$ cat config.mk
export PLATFORM = sky130hd
export DESIGN_NAME = alu_32
export DESIGN_NICKNAME = d
export VERILOG_FILES = /design/src/rtl/alu_pkg.sv /design/src/rtl/alu_bit_slice.sv /design/src/rtl/alu_32.sv
export SDC_FILE = /design/constraint.sdc
export NUM_CORES = 1
export LEC_CHECK = 0
export CAP_MARGIN = 40
export CELL_PAD_IN_SITES_DETAIL_PLACEMENT = 1
export CELL_PAD_IN_SITES_GLOBAL_PLACEMENT = 2
export CORE_UTILIZATION = 28
export DETAILED_ROUTE_END_ITERATION = 7
export PLACE_DENSITY = 0.87
export SETUP_SLACK_MARGIN = 0.2
export SLEW_MARGIN = 20
export SYNTH_ARGS = -nofsm -noshare
export SYNTH_HDL_FRONTEND = slang
export SYNTH_SLANG_ARGS = --single-unit
export TNS_END_PERCENT = 30
$ cat constraint.sdc
create_clock -name clk -period 17.98 [get_ports clk]
set_input_delay 4.495 -clock clk [delete_from_list [all_inputs] [get_ports clk]]
set_output_delay 4.495 -clock clk [all_outputs]
set_load 0.02 [all_outputs]
$ cat src/rtl/alu_pkg.sv
// Shared constants for the ripple-carry ALU: operation encodings and default width.
package alu_pkg;

    localparam int unsigned ALU_WIDTH = 32;

    localparam logic [1:0] OP_AND = 2'b00;
    localparam logic [1:0] OP_OR  = 2'b01;
    localparam logic [1:0] OP_ADD = 2'b10;
    localparam logic [1:0] OP_SLT = 2'b11;

endpackage

$ cat src/rtl/alu_bit_slice.sv
// One bit of the ripple ALU: optional B inversion, full adder and AND/OR/ADD/LESS result mux.
// set/overflow are only meaningful on the MSB slice.
module alu_bit_slice
    import alu_pkg::*;
(
    input  logic       i_a,
    input  logic       i_b,
    input  logic       i_binvert,
    input  logic       i_cin,
    input  logic       i_less,
    input  logic [1:0] i_op,
    output logic       o_result_c,
    output logic       o_cout_c,
    output logic       o_set_c,
    output logic       o_ovf_c
);

    logic w_bb;
    logic w_sum;

    assign w_bb     = i_binvert ? ~i_b : i_b;
    assign w_sum    = i_a ^ w_bb ^ i_cin;
    assign o_cout_c = (i_a & w_bb) | (i_a & i_cin) | (w_bb & i_cin);
    assign o_set_c  = w_sum;
    assign o_ovf_c  = (i_a == w_bb) && (w_sum != i_a);

    always_comb begin
        o_result_c = 1'b0;
        case (i_op)
            OP_AND:  o_result_c = i_a & w_bb;
            OP_OR:   o_result_c = i_a | w_bb;
            OP_ADD:  o_result_c = w_sum;
            default: o_result_c = i_less;
        endcase
    end

endmodule

$ cat src/rtl/alu_32.sv
// Registered WIDTH-bit ripple ALU (AND/OR/ADD-SUB/SLT) with one cycle of latency.
// Define ALU_FLAGS_EN to add the registered Zero and Overflow outputs.
module alu_32
    import alu_pkg::*;
#(
    parameter int unsigned WIDTH = ALU_WIDTH
) (
    input  logic             clk,
    input  logic             rst_n,
    input  logic [WIDTH-1:0] a,
    input  logic [WIDTH-1:0] b,
    input  logic             Binvert,
    input  logic [1:0]       Operation,
    input  logic             Carryin,
`ifdef ALU_FLAGS_EN
    output logic             Zero,
    output logic             Overflow,
`endif
    output logic [WIDTH-1:0] Result,
    output logic             CarryOut
);

    logic [WIDTH-1:0] w_result;
    logic             w_msb_set;
    logic             w_msb_ovf;
    logic             w_less;
    logic             w_cout;

    // SLT feeds the signed comparison from the MSB back into bit 0.
    assign w_less = w_msb_set ^ w_msb_ovf;

    for (genvar i = 0; i < WIDTH; i++) begin : g_slice
        logic w_cin;
        logic w_cout_bit;
        logic w_res_bit;
        logic w_less_in;

        if (i == 0) begin : g_lsb
            assign w_cin     = Carryin;
            assign w_less_in = w_less;
        end else begin : g_upper
            assign w_cin     = g_slice[i-1].w_cout_bit;
            assign w_less_in = 1'b0;
        end

        if (i == WIDTH - 1) begin : g_msb
            alu_bit_slice u_slice (
                .i_a        (a[i]),
                .i_b        (b[i]),
                .i_binvert  (Binvert),
                .i_cin      (w_cin),
                .i_less     (w_less_in),
                .i_op       (Operation),
                .o_result_c (w_res_bit),
                .o_cout_c   (w_cout_bit),
                .o_set_c    (w_msb_set),
                .o_ovf_c    (w_msb_ovf)
            );
        end else begin : g_mid
            logic w_set_unused;
            logic w_ovf_unused;
            alu_bit_slice u_slice (
                .i_a        (a[i]),
                .i_b        (b[i]),
                .i_binvert  (Binvert),
                .i_cin      (w_cin),
                .i_less     (w_less_in),
                .i_op       (Operation),
                .o_result_c (w_res_bit),
                .o_cout_c   (w_cout_bit),
                .o_set_c    (w_set_unused),
                .o_ovf_c    (w_ovf_unused)
            );
        end

        assign w_result[i] = w_res_bit;
    end

    assign w_cout = g_slice[WIDTH-1].w_cout_bit;

    logic [WIDTH-1:0] r_result;
    logic             r_carry;

`ifdef ALU_FLAGS_EN
    logic r_zero;
    logic r_ovf;

    // Overflow is reported only for the adder-based operations.
    always_ff @(posedge clk) begin
        if (!rst_n) begin
            r_zero <= 1'b1;
            r_ovf  <= 1'b0;
        end else begin
            r_zero <= (w_result == '0);
            r_ovf  <= Operation[1] & w_msb_ovf;
        end
    end

    assign Zero     = r_zero;
    assign Overflow = r_ovf;
`endif

    always_ff @(posedge clk) begin
        if (!rst_n) begin
            r_result <= '0;
            r_carry  <= 1'b0;
        end else begin
            r_result <= w_result;
            r_carry  <= w_cout;
        end
    end

    assign Result   = r_result;
    assign CarryOut = r_carry;

endmodule

== Yosys cells after proc, flatten, opt, wreduce, memory -nomap -nowiden ==
Index checks and enable logic that the tools add are counted.

* Flip-flop bits (word level): 33
* Latch bits: 0
* Bits in writable memories: 0
* ROM bits: 0
* Logic and storage cells: 361
* Memories: 0

* Add/sub/neg operators: 0
* $mul: 0
* Divide/modulo/power cells: 0
* $lt $le $gt $ge: 0
* Equality and inequality tests: 4
* Shift-type cells: 0
* Mux-type cells: 64
* Bitwise operators: 289
* Reductions and logical operators: 2

{| class="wikitable"
|+ Operators with widths
! kind !! number
|-
| 1-bit bitwise AND || 96
|-
| 1-bit bitwise OR || 96
|-
| 1-bit one-hot mux with 3 select lines || 32
|-
| 1-bit bitwise XOR || 65
|-
| 1-bit two-way mux || 32
|-
| 1-bit NOT || 32
|-
| 2-bit by 1-bit == test with 1-bit output, second input constant || 1
|-
| 2-bit == test, second input constant || 1
|-
| 2-bit logical NOT || 1
|-
| 1-bit == test || 1
|-
| 1-bit logical AND || 1
|-
| 1-bit inequality test || 1
|}

== Logic depth before layout (Yosys ltp) ==
Gate-level depths: netlist (run 1).

* Depth after elaboration: 100
* Depth in mapped cells: 39
* Depth with buffers taken out: 37

== Cells and area by module ==
A second synthesis (run 1) with hierarchy kept.

* Cell total of the unflattened synthesis: 391
* Area total of the unflattened synthesis: 4,139.0 µm²

{| class="wikitable"
|+ By module, submodules not included
! module !! instances !! cells each !! area an instance (µm²) !! sequential area each (µm²)
|-
| alu_bit_slice || 32 || 10 || 100.1 || 0.0
|-
| alu_32 || 1 || 71 || 935.9 || 660.6
|}

== Worst setup path after synthesis (run 1) ==
Ideal clock, no wire load.

* Path kind: input to register
* From: in Binvert
* To: reg r_result[31], in the netlist Result[31]
* Library setup time: 0.070 ns
* Arrival time: 17.279 ns
* Data required time: 17.910 ns
* Setup slack: 0.631 ns
* Stages on the path: 39
* Path buffers: 2
* Cells stage by stage: buf_2 -> buf_4 -> xor2_1 -> inv_1 -> fa_1 -> inv_1 -> fa_1 -> fa_1 -> fa_1 -> fa_1 -> fa_1 -> fa_1 -> fa_1 -> fa_1 -> fa_1 -> fa_1 -> fa_1 -> fa_1 -> [3 not listed] -> fa_1 -> fa_1 -> fa_1 -> fa_1 -> fa_1 -> fa_1 -> fa_1 -> fa_1 -> fa_1 -> fa_1 -> fa_1 -> fa_1 -> fa_1 -> fa_1 -> fa_1 -> fa_1 -> nand2_1 -> a21boi_1

* Word-level cells in the longest chain between the ends: 96
* Elaborated cells on any way between the ends: 191
* Classes of those cells: mux (33); bitwise (158)

{| class="wikitable"
|+ RTL lines
! item !! line !! RTL
|-
| start: declaration || alu_32.sv:12 || <nowiki>input logic Binvert,</nowiki>
|-
| 1-bit two-way mux || alu_bit_slice.sv:21 || <nowiki>assign w_bb = i_binvert ? ~i_b : i_b;</nowiki>
|-
| 1-bit bitwise AND || alu_bit_slice.sv:23 || <nowiki>assign o_cout_c = (i_a & w_bb) | (i_a & i_cin) | (w_bb & i_cin);</nowiki>
|-
| 1-bit bitwise OR (2 in series) || alu_bit_slice.sv:23 ||
|-
| 1-bit bitwise AND || alu_bit_slice.sv:23 ||
|-
| 1-bit bitwise OR (2 in series) || alu_bit_slice.sv:23 ||
|-
| 1-bit bitwise AND || alu_bit_slice.sv:23 ||
|-
| 1-bit bitwise OR (2 in series) || alu_bit_slice.sv:23 ||
|-
| 1-bit bitwise AND || alu_bit_slice.sv:23 ||
|-
| [74 not listed] || n/a ||
|-
| 1-bit bitwise AND || alu_bit_slice.sv:23 ||
|-
| 1-bit bitwise OR (2 in series) || alu_bit_slice.sv:23 ||
|-
| 1-bit bitwise AND || alu_bit_slice.sv:23 ||
|-
| 1-bit bitwise OR (2 in series) || alu_bit_slice.sv:23 ||
|-
| 1-bit bitwise AND || alu_bit_slice.sv:23 ||
|-
| 1-bit bitwise OR (2 in series) || alu_bit_slice.sv:23 ||
|-
| 1-bit bitwise XOR || alu_bit_slice.sv:22 || <nowiki>assign w_sum = i_a ^ w_bb ^ i_cin;</nowiki>
|-
| 1-bit one-hot mux with 3 select lines * || alu_bit_slice.sv:29 || <nowiki>case (i_op)</nowiki>
|-
| end signal: assignment || alu_32.sv:108 || <nowiki>r_result <= w_result;</nowiki>
|-
| end: declaration || alu_32.sv:81 || <nowiki>logic [WIDTH-1:0] r_result;</nowiki>
|}

Every way passes the cells marked *; elsewhere a longest branch is shown, timed or not.
A chain may end at the register's enable or synchronous reset.

== Worst setup path in the final report (run 1) ==
* From: in b[0]
* To: reg r_result[31], in the netlist Result[31]

* Word-level cells in the longest chain between the ends: 97
* Elaborated cells on any way between the ends: 128
* Classes of those cells: mux (2); bitwise (126)

{| class="wikitable"
|+ RTL lines
! item !! line !! RTL
|-
| start: declaration || alu_32.sv:11 || <nowiki>input logic [WIDTH-1:0] b,</nowiki>
|-
| 1-bit NOT || alu_bit_slice.sv:21 ||
|-
| 1-bit two-way mux * || alu_bit_slice.sv:21 ||
|-
| 1-bit bitwise AND || alu_bit_slice.sv:23 ||
|-
| 1-bit bitwise OR || alu_bit_slice.sv:23 ||
|-
| 1-bit bitwise OR * || alu_bit_slice.sv:23 ||
|-
| 1-bit bitwise AND || alu_bit_slice.sv:23 ||
|-
| 1-bit bitwise OR || alu_bit_slice.sv:23 ||
|-
| 1-bit bitwise OR * || alu_bit_slice.sv:23 ||
|-
| [81 not listed] || n/a ||
|-
| 1-bit bitwise AND || alu_bit_slice.sv:23 ||
|-
| 1-bit bitwise OR || alu_bit_slice.sv:23 ||
|-
| 1-bit bitwise OR * || alu_bit_slice.sv:23 ||
|-
| 1-bit bitwise AND || alu_bit_slice.sv:23 ||
|-
| 1-bit bitwise OR || alu_bit_slice.sv:23 ||
|-
| 1-bit bitwise OR * || alu_bit_slice.sv:23 ||
|-
| 1-bit bitwise XOR * || alu_bit_slice.sv:22 ||
|-
| 1-bit one-hot mux with 3 select lines * || alu_bit_slice.sv:29 ||
|}

Marked as above.

==> results by group, run 1 <==
Status
  • Status: completed

Yosys
  • Mapped cell area: 3978 µm²
  • Synth Instances: 412
  • Syn. warnings: 0
  • Synthesized Nets: 578
  • Count of cell types in the netlist: 22
  • Sequential area share after synthesis: 0.1661
  • Mean post-synth cell area: 9.654 µm²
  • Synthesis-stage register bit count: 33

Power
  • P per Cell Area: 59.50 nW/µm²
  • Power after layout: 0.3163 mW
  • Peak VDD IR: 0.02950 mV
  • Leakage: 2.448 nW

Worst setup path
  • CP arrival: 17,640 ps
  • CP endpoint: Result[31]$_SDFF_PN0_
  • Crit-path leading delay family: adder cells
  • CP Class: input pin to flop
  • Bufs and invs on worst path: 3
  • Crit. path cell count: 38
  • CP dominant cell by count: fa_1
  • Crit. End Element: flop
  • Crit path max fanout: 2
  • Worst Setup Start Kind: input pin
  • Crit path largest cell delay: 480 ps
  • CP Launch Point: b[0]
  • WP data required: 18,200 ps
  • Slowest cell on crit path: fa_1

Place
  • Dpl cell area: 5096 µm²
  • Dpl hpwl: 7541 µm
  • GPL Wtd Cong: 0.7707
  • Placed Cells: 678
  • Port-buffer cells: 102

CTS
  • H-tree Lvls: 2
  • Cts bufs inserted: 5
  • Setup Fix Bufs, Post-CTS: 0
  • CTS tree: done
  • Clock transition at path regs: 60 ps
  • Clock Path Buffers: 2
  • Clock tree sinks: 33
  • CTS root buf: clkbuf_16
  • Hold_buf cts: 0

Floorplan
  • Height of the die: 121.2 µm
  • Die ar.: 14,690 µm²
  • Row cnt: 43
  • Initial Util: 0.2866
  • Ports: 103
  • Die width: 121.2 µm
  • Core region area: 13,880 µm²

GRT
  • First-pass GRT wire length: 16,150 µm
  • Overflow after GRT: 0
  • Initial antenna violation count: 0
  • Number of global-route vias before repair: 3,247
  • Largest net degree at the start of global routing: 46
  • Total global-route track usage: 0.1457

Routing
  • Drt initial violations: 53
  • Post-DRT Antenna Nets: 0
  • Wirelength per Cell: 14.56 µm
  • Routed WL: 10,010 µm
  • 1st-pass router iterations: 4
  • Via/cell ratio: 4.215
  • DR vias: 2,896
  • DRC Markers: 0

STA
  • F_max: 57.41 MHz
  • Max-slew violation count: 0
  • Max-slew headroom: 0.4660
  • Final period utilization: 0.9687
  • Slew @ Worst Pin: 801.1 ps
  • Final Hold Viols: 0
  • Min Tclk post-route: 17,420 ps
  • # setup viols final: 0
  • RSZ-0062 raised after global routing: false

Layout
  • Finished Layout Cells: 687
  • Final net count: 672
  • Fin util: 0.3830
  • Final instance area: 5316 µm²
  • Fillers: 1,612
  • Area growth, synth to finish: 33.66%
  • Diode count: 0
  • Ratio of cells with drive above 1 in the final layout: 0.1361
  • Most frequent cells in the layout: clkdlybuf4s50_1, inv_1, ha_1
  • Most common cell after layout, fill and taps aside: clkdlybuf4s50_1

Worst hold path
  • Type of the worst min-delay path: input pin to flop

Run
  • Maxcap violations: 0
## how the worst min path moves through the flow
stage                 start                    end  slack, ps  cells after the start
3_3_place_gp        Binvert   Result[0]$_SDFF_PN0_       5250                      6
5_1_grt        Operation[1]  Result[19]$_SDFF_PN0_       4680                      3
3_5_place_dp   Operation[0]  Result[19]$_SDFF_PN0_       5100                      4
2_1_floorplan         rst_n   Result[3]$_SDFF_PN0_       4640                      1
6_report       Operation[1]  Result[19]$_SDFF_PN0_       4680                      3
4_1_cts        Operation[0]  Result[11]$_SDFF_PN0_       4780                      4
## sequential cells by signal (all words and copies together), names as in the netlist
name,flops
Result,32
CarryOut,1
## area by class of cell
cell class / count / area [µm²] / area share
Sequential cell: 33 / 660.6 / 0.1243
Tap cell: 180 / 225.2 / 0.04236
Timing Repair Buffer: 109 / 1084 / 0.2038
Inverter: 67 / 251.5 / 0.04731
Clock buffer: 7 / 142.6 / 0.02683
Multi-Input combinational cell: 290 / 2923 / 0.5498
Clock inverter: 1 / 30.03 / 0.005648
## tightest hold or removal path, stage by stage
cell and delay (ps):
buf_2 240, a21o_1 130, a21boi_2 50
## routing by layer
| metal | vias up | wire length [µm] | part of all wire | global-route usage |
|---|---|---|---|---|
| li1 | 1413 | - | - | - |
| met1 | 1409 | 4179 | 0.42 | 0.1687 |
| met2 | 68 | 5261 | 0.53 | 0.2675 |
| met3 | 6 | 477 | 0.048 | 0.03571 |
| met4 | 0 | 87 | 0.0087 | 0.03241 |
| met5 | - | 0 | 0 | 0 |
## power by group
group	total, mW	internal, mW	switching [mW]	leakage (nW)
Sequential	0.0819	0.0800	0.00186	0.273
Combinational	0.128	0.0628	0.0651	2.09
Clock	0.107	0.0694	0.0371	0.0841
Total	0.316	0.212	0.104	2.45
## synth_stat cells
cell / count / area share
inv_1: 67 / 0.063
mux2i_1: 1 / 0.0025
nand2b_4: 3 / 0.010
o2111ai_1: 1 / 0.0022
a21boi_2: 27 / 0.076
buf_2: 2 / 0.0025
buf_8: 1 / 0.0038
nand2_1: 22 / 0.021
and2b_1: 1 / 0.0019
buf_6: 6 / 0.017
clkbuf_1: 5 / 0.0047
dfxtp_1: 33 / 0.17
nand2b_1: 60 / 0.094
buf_4: 8 / 0.015
a21boi_1: 4 / 0.0075
and2_1: 1 / 0.0016
xor2_1: 32 / 0.070
fa_1: 32 / 0.16
nand2_2: 10 / 0.016
o2111a_1: 1 / 0.0028
ha_1: 64 / 0.20
a21o_1: 31 / 0.059
## metrics by stage
stage          setup slack [ps]  TNS [ps]  hold slack (ps)
2_1_floorplan             630.9         0             4645
3_3_place_gp             -106.1    -106.1             5249
3_5_place_dp             -325.9    -578.2             5097
4_1_cts                   235.2         0             4778
5_1_grt                   246.2         0             4680
6_report                  562.4         0             4676
## kinds of logic (layout without fill, tap and decap cells)
group | after synthesis | after routing | synth area share
AND/OR/NAND/NOR | 97 | 97 | 0.1447
adder cells (fa/ha/maj) | 96 | 96 | 0.3624
buffers and inverters | 89 | 184 | 0.1063
AO/OA/AOI/OAI | 64 | 64 | 0.1475
flip-flops | 33 | 33 | 0.1661
XOR/XNOR | 32 | 32 | 0.07046
multiplexers | 1 | 1 | 0.002517
## what timing repair did
item,in CTS,in global routing
resized for setup,5,6
endpoints found under the hold margin,0,0
endpoints found under the setup margin,3,3
cloned,0,0
No activity file was read; power rests on OpenSTA's default activity.
==> run 2: changes to the inputs <==
--- a/config.mk
+++ b/config.mk
@@ -5,7 +5,6 @@
 export SDC_FILE = /design/constraint.sdc
 export NUM_CORES = 1
 export LEC_CHECK = 0
-export CAP_MARGIN = 40
 export CELL_PAD_IN_SITES_DETAIL_PLACEMENT = 1
 export CELL_PAD_IN_SITES_GLOBAL_PLACEMENT = 2
 export CORE_UTILIZATION = 28
==> run 2 against run 1 <==
Net effect: sequential cell count unchanged; core utilization down 0.51 points; via count up 0.69%; design area down 1.3%; global-route usage up 0.063 points; maximum frequency about the same; non-clock buffer count down 2; total power down 6.2%; count of clock-buffer cells in the layout down 1; sequential share of layout area up 0.17 points; clock power down 17%; largest cell class unchanged.
==> results by group, run 2 (same netlist as run 1, synthesis figures left out) <==
Power
  • Peak VDD IR: 0.03170 mV (was 0.02950 mV)
  • Clk pwr share: 0.298 (was 0.337)
  • Comb pwr share: 0.426 (was 0.405)
  • Sw frac: 0.3502 (was 0.3292)
  • Pint: 0.1929 mW (was 0.2122 mW)
  • Switching power: 0.1039 mW (was 0.1041 mW)
  • P per Cell Area: 56.59 nW/µm² (was 59.50 nW/µm²)
  • Share of power burned in registers: 0.276 (was 0.259)
  • Power after layout: 0.2968 mW (was 0.3163 mW)
  • Leakage: 2.416 nW (was 2.448 nW)

Floorplan
  • Die ar.: 14,690 µm² (unchanged)
  • Row cnt: 43 (unchanged)
  • Height of the die: 121.2 µm (unchanged)
  • Die width: 121.2 µm (unchanged)
  • Initial Util: 0.2866 (unchanged)
  • Ports: 103 (unchanged)
  • Core region area: 13,880 µm² (unchanged)

Place
  • GPL Wtd Cong: 0.7707 (unchanged)
  • Port-buffer cells: 102 (unchanged)
  • Dpl hpwl: 7463 µm (was 7541 µm)
  • Worst slack at placement: -313.6 ps (was -325.9 ps)

Worst setup path
  • WP data required: 18,200 ps (about the same)
  • CP Class: input pin to flop (unchanged)
  • Crit. End Element: flop (unchanged)
  • Bufs and invs on worst path: 3 (unchanged)
  • CP arrival: 17,640 ps (about the same)
  • CP dominant cell by count: fa_1 (unchanged)
  • Crit path largest cell delay: 480 ps (about the same)
  • Crit-path leading delay family: adder cells (unchanged)
  • Worst Setup Start Kind: input pin (unchanged)
  • Crit path max fanout: 2 (unchanged)
  • Slowest cell on crit path: fa_1 (unchanged)

GRT
  • Largest net degree at the start of global routing: 66 (was 46)
  • Initial antenna violation count: 0 (unchanged)
  • Overflow after GRT: 0 (unchanged)
  • Number of global-route vias before repair: 3,275 (was 3,247)
  • Total global-route track usage: 0.1463 (was 0.1457)
  • First-pass GRT wire length: 16,190 µm (was 16,150 µm)

STA
  • Final period utilization: 0.9689 (was 0.9687)
  • Max-slew violation count: 0 (unchanged)
  • F_max: 57.40 MHz (was 57.41 MHz)
  • RSZ-0062 raised after global routing: false (unchanged)
  • Slew @ Worst Pin: 793.6 ps (was 801.1 ps)
  • Final Hold Viols: 0 (unchanged)
  • Min Tclk post-route: 17,420 ps (about the same)
  • Final worst setup slack: 559.1 ps (was 562.4 ps)
  • # setup viols final: 0 (unchanged)
  • Max-slew headroom: 0.4709 (was 0.4660)

Layout
  • Diode count: 0 (unchanged)
  • Max reg flops: 32 (unchanged)
  • Ratio of cells with drive above 1 in the final layout: 0.1327 (was 0.1361)
  • Area growth, synth to finish: 31.87% (was 33.66%)
  • Most frequent cells in the layout: clkdlybuf4s50_1, inv_1, ha_1 (unchanged)
  • Final net count: 670 (was 672)
  • Most common cell after layout, fill and taps aside: clkdlybuf4s50_1 (unchanged)
  • Fillers: 1,633 (was 1,612)

CTS
  • Clock Path Buffers: 2 (unchanged)
  • Clock transition at path regs: 60 ps (about the same)
  • CTS root buf: clkbuf_16 (unchanged)
  • Cts bufs inserted: 5 (unchanged)
  • Hold_buf cts: 0 (unchanged)
  • H-tree Lvls: 2 (unchanged)
  • Clock tree sinks: 33 (unchanged)
  • CTS tree: done (unchanged)
  • Setup Fix Bufs, Post-CTS: 0 (unchanged)

Status
  • Status: completed (unchanged)

Routing
  • DR vias: 2,916 (was 2,896)
  • DRC Markers: 0 (unchanged)
  • Via/cell ratio: 4.257 (was 4.215)
  • 1st-pass router iterations: 4 (unchanged)
  • Routed WL: 9941 µm (was 10,010 µm)
  • Wirelength per Cell: 14.51 µm (was 14.56 µm)
  • Post-DRT Antenna Nets: 0 (unchanged)
  • Drt initial violations: 72 (was 53)

Worst hold path
  • Type of the worst min-delay path: input pin to flop (unchanged)

Run
  • Maxcap violations: 0 (unchanged)
[run 2: cell types whose count changed in the layout (fill, tap and decap cells not counted), sizes merged]
cell | before | now
buf | 10 | 8
bufinv | 1 | 0
clkbuf | 7 | 6
clkinv | 0 | 2
[run 2: routing by layer]
layer / track usage / up-vias / wire [µm]
met4: 0.03241 / 0 / 92
met3: 0.03900 / 7 / 501
met5: 0 / - / 0
met1: 0.1679 / 1438 / 4168
li1: - / 1405 / -
met2: 0.2682 / 66 / 5178
[run 2: what timing repair did]
| action | 4_1_cts | 5_1_grt |
|---|---|---|
| cloned | 0 | 0 |
| setup endpoints to repair | 3 | 3 |
| resized for setup | 5 | 6 |
[run 2: worst min-delay path, stage by stage]
cell      delay (ps)
buf_4            300
nand2b_1         150
a21o_1           120
a21boi_2          50
[run 2: metrics by stage]
stage / util / setup TNS, ps / cells / area [µm²] / hold WS (ps)
finish: 0.3779 / 0 / 685 / 5245 / 4873
global route: 0.3779 / 0 / 685 / 5245 / 4911
CTS: 0.3766 / 0 / 685 / 5228 / 4971
detailed placement: 0.3657 / -554.7 / 677 / 5076 / 5290
global placement: 0.3657 / -106.1 / 677 / 5076 / 5249
floorplan: - / 0 / 412 / 3978 / 4645
[run 2: final timing paths]
check | start | to | slack, ps | cells after the start
setup / recovery | b[0] | Result[31]$_SDFF_PN0_ | 560 | 38
hold / removal | Operation[0] | Result[21]$_SDFF_PN0_ | 4870 | 4
[run 2: final cells by class]
| cell class | count | area, µm² | share of cell area |
|---|---|---|---|
| inverter | 67 | 251.5 | 0.04795 |
| multi-input combinational | 290 | 2923 | 0.5573 |
| tap | 180 | 225.2 | 0.04294 |
| timing repair buffer | 107 | 1046 | 0.1994 |
| clock inverter | 2 | 10.01 | 0.001908 |
| clock buffer | 6 | 128.9 | 0.02457 |
| sequential | 33 | 660.6 | 0.1260 |
[run 2: power groups by stage]
stage / logic, mW / clock network, mW / registers (mW)
2_1_floorplan: 0.0685 / 0 / 0.0921
3_3_place_gp: 0.121 / 0 / 0.0835
3_5_place_dp: 0.127 / 0 / 0.0837
4_1_cts: 0.129 / 0.0933 / 0.0820
5_1_grt: 0.142 / 0.0970 / 0.0825
6_report: 0.126 / 0.0885 / 0.0819
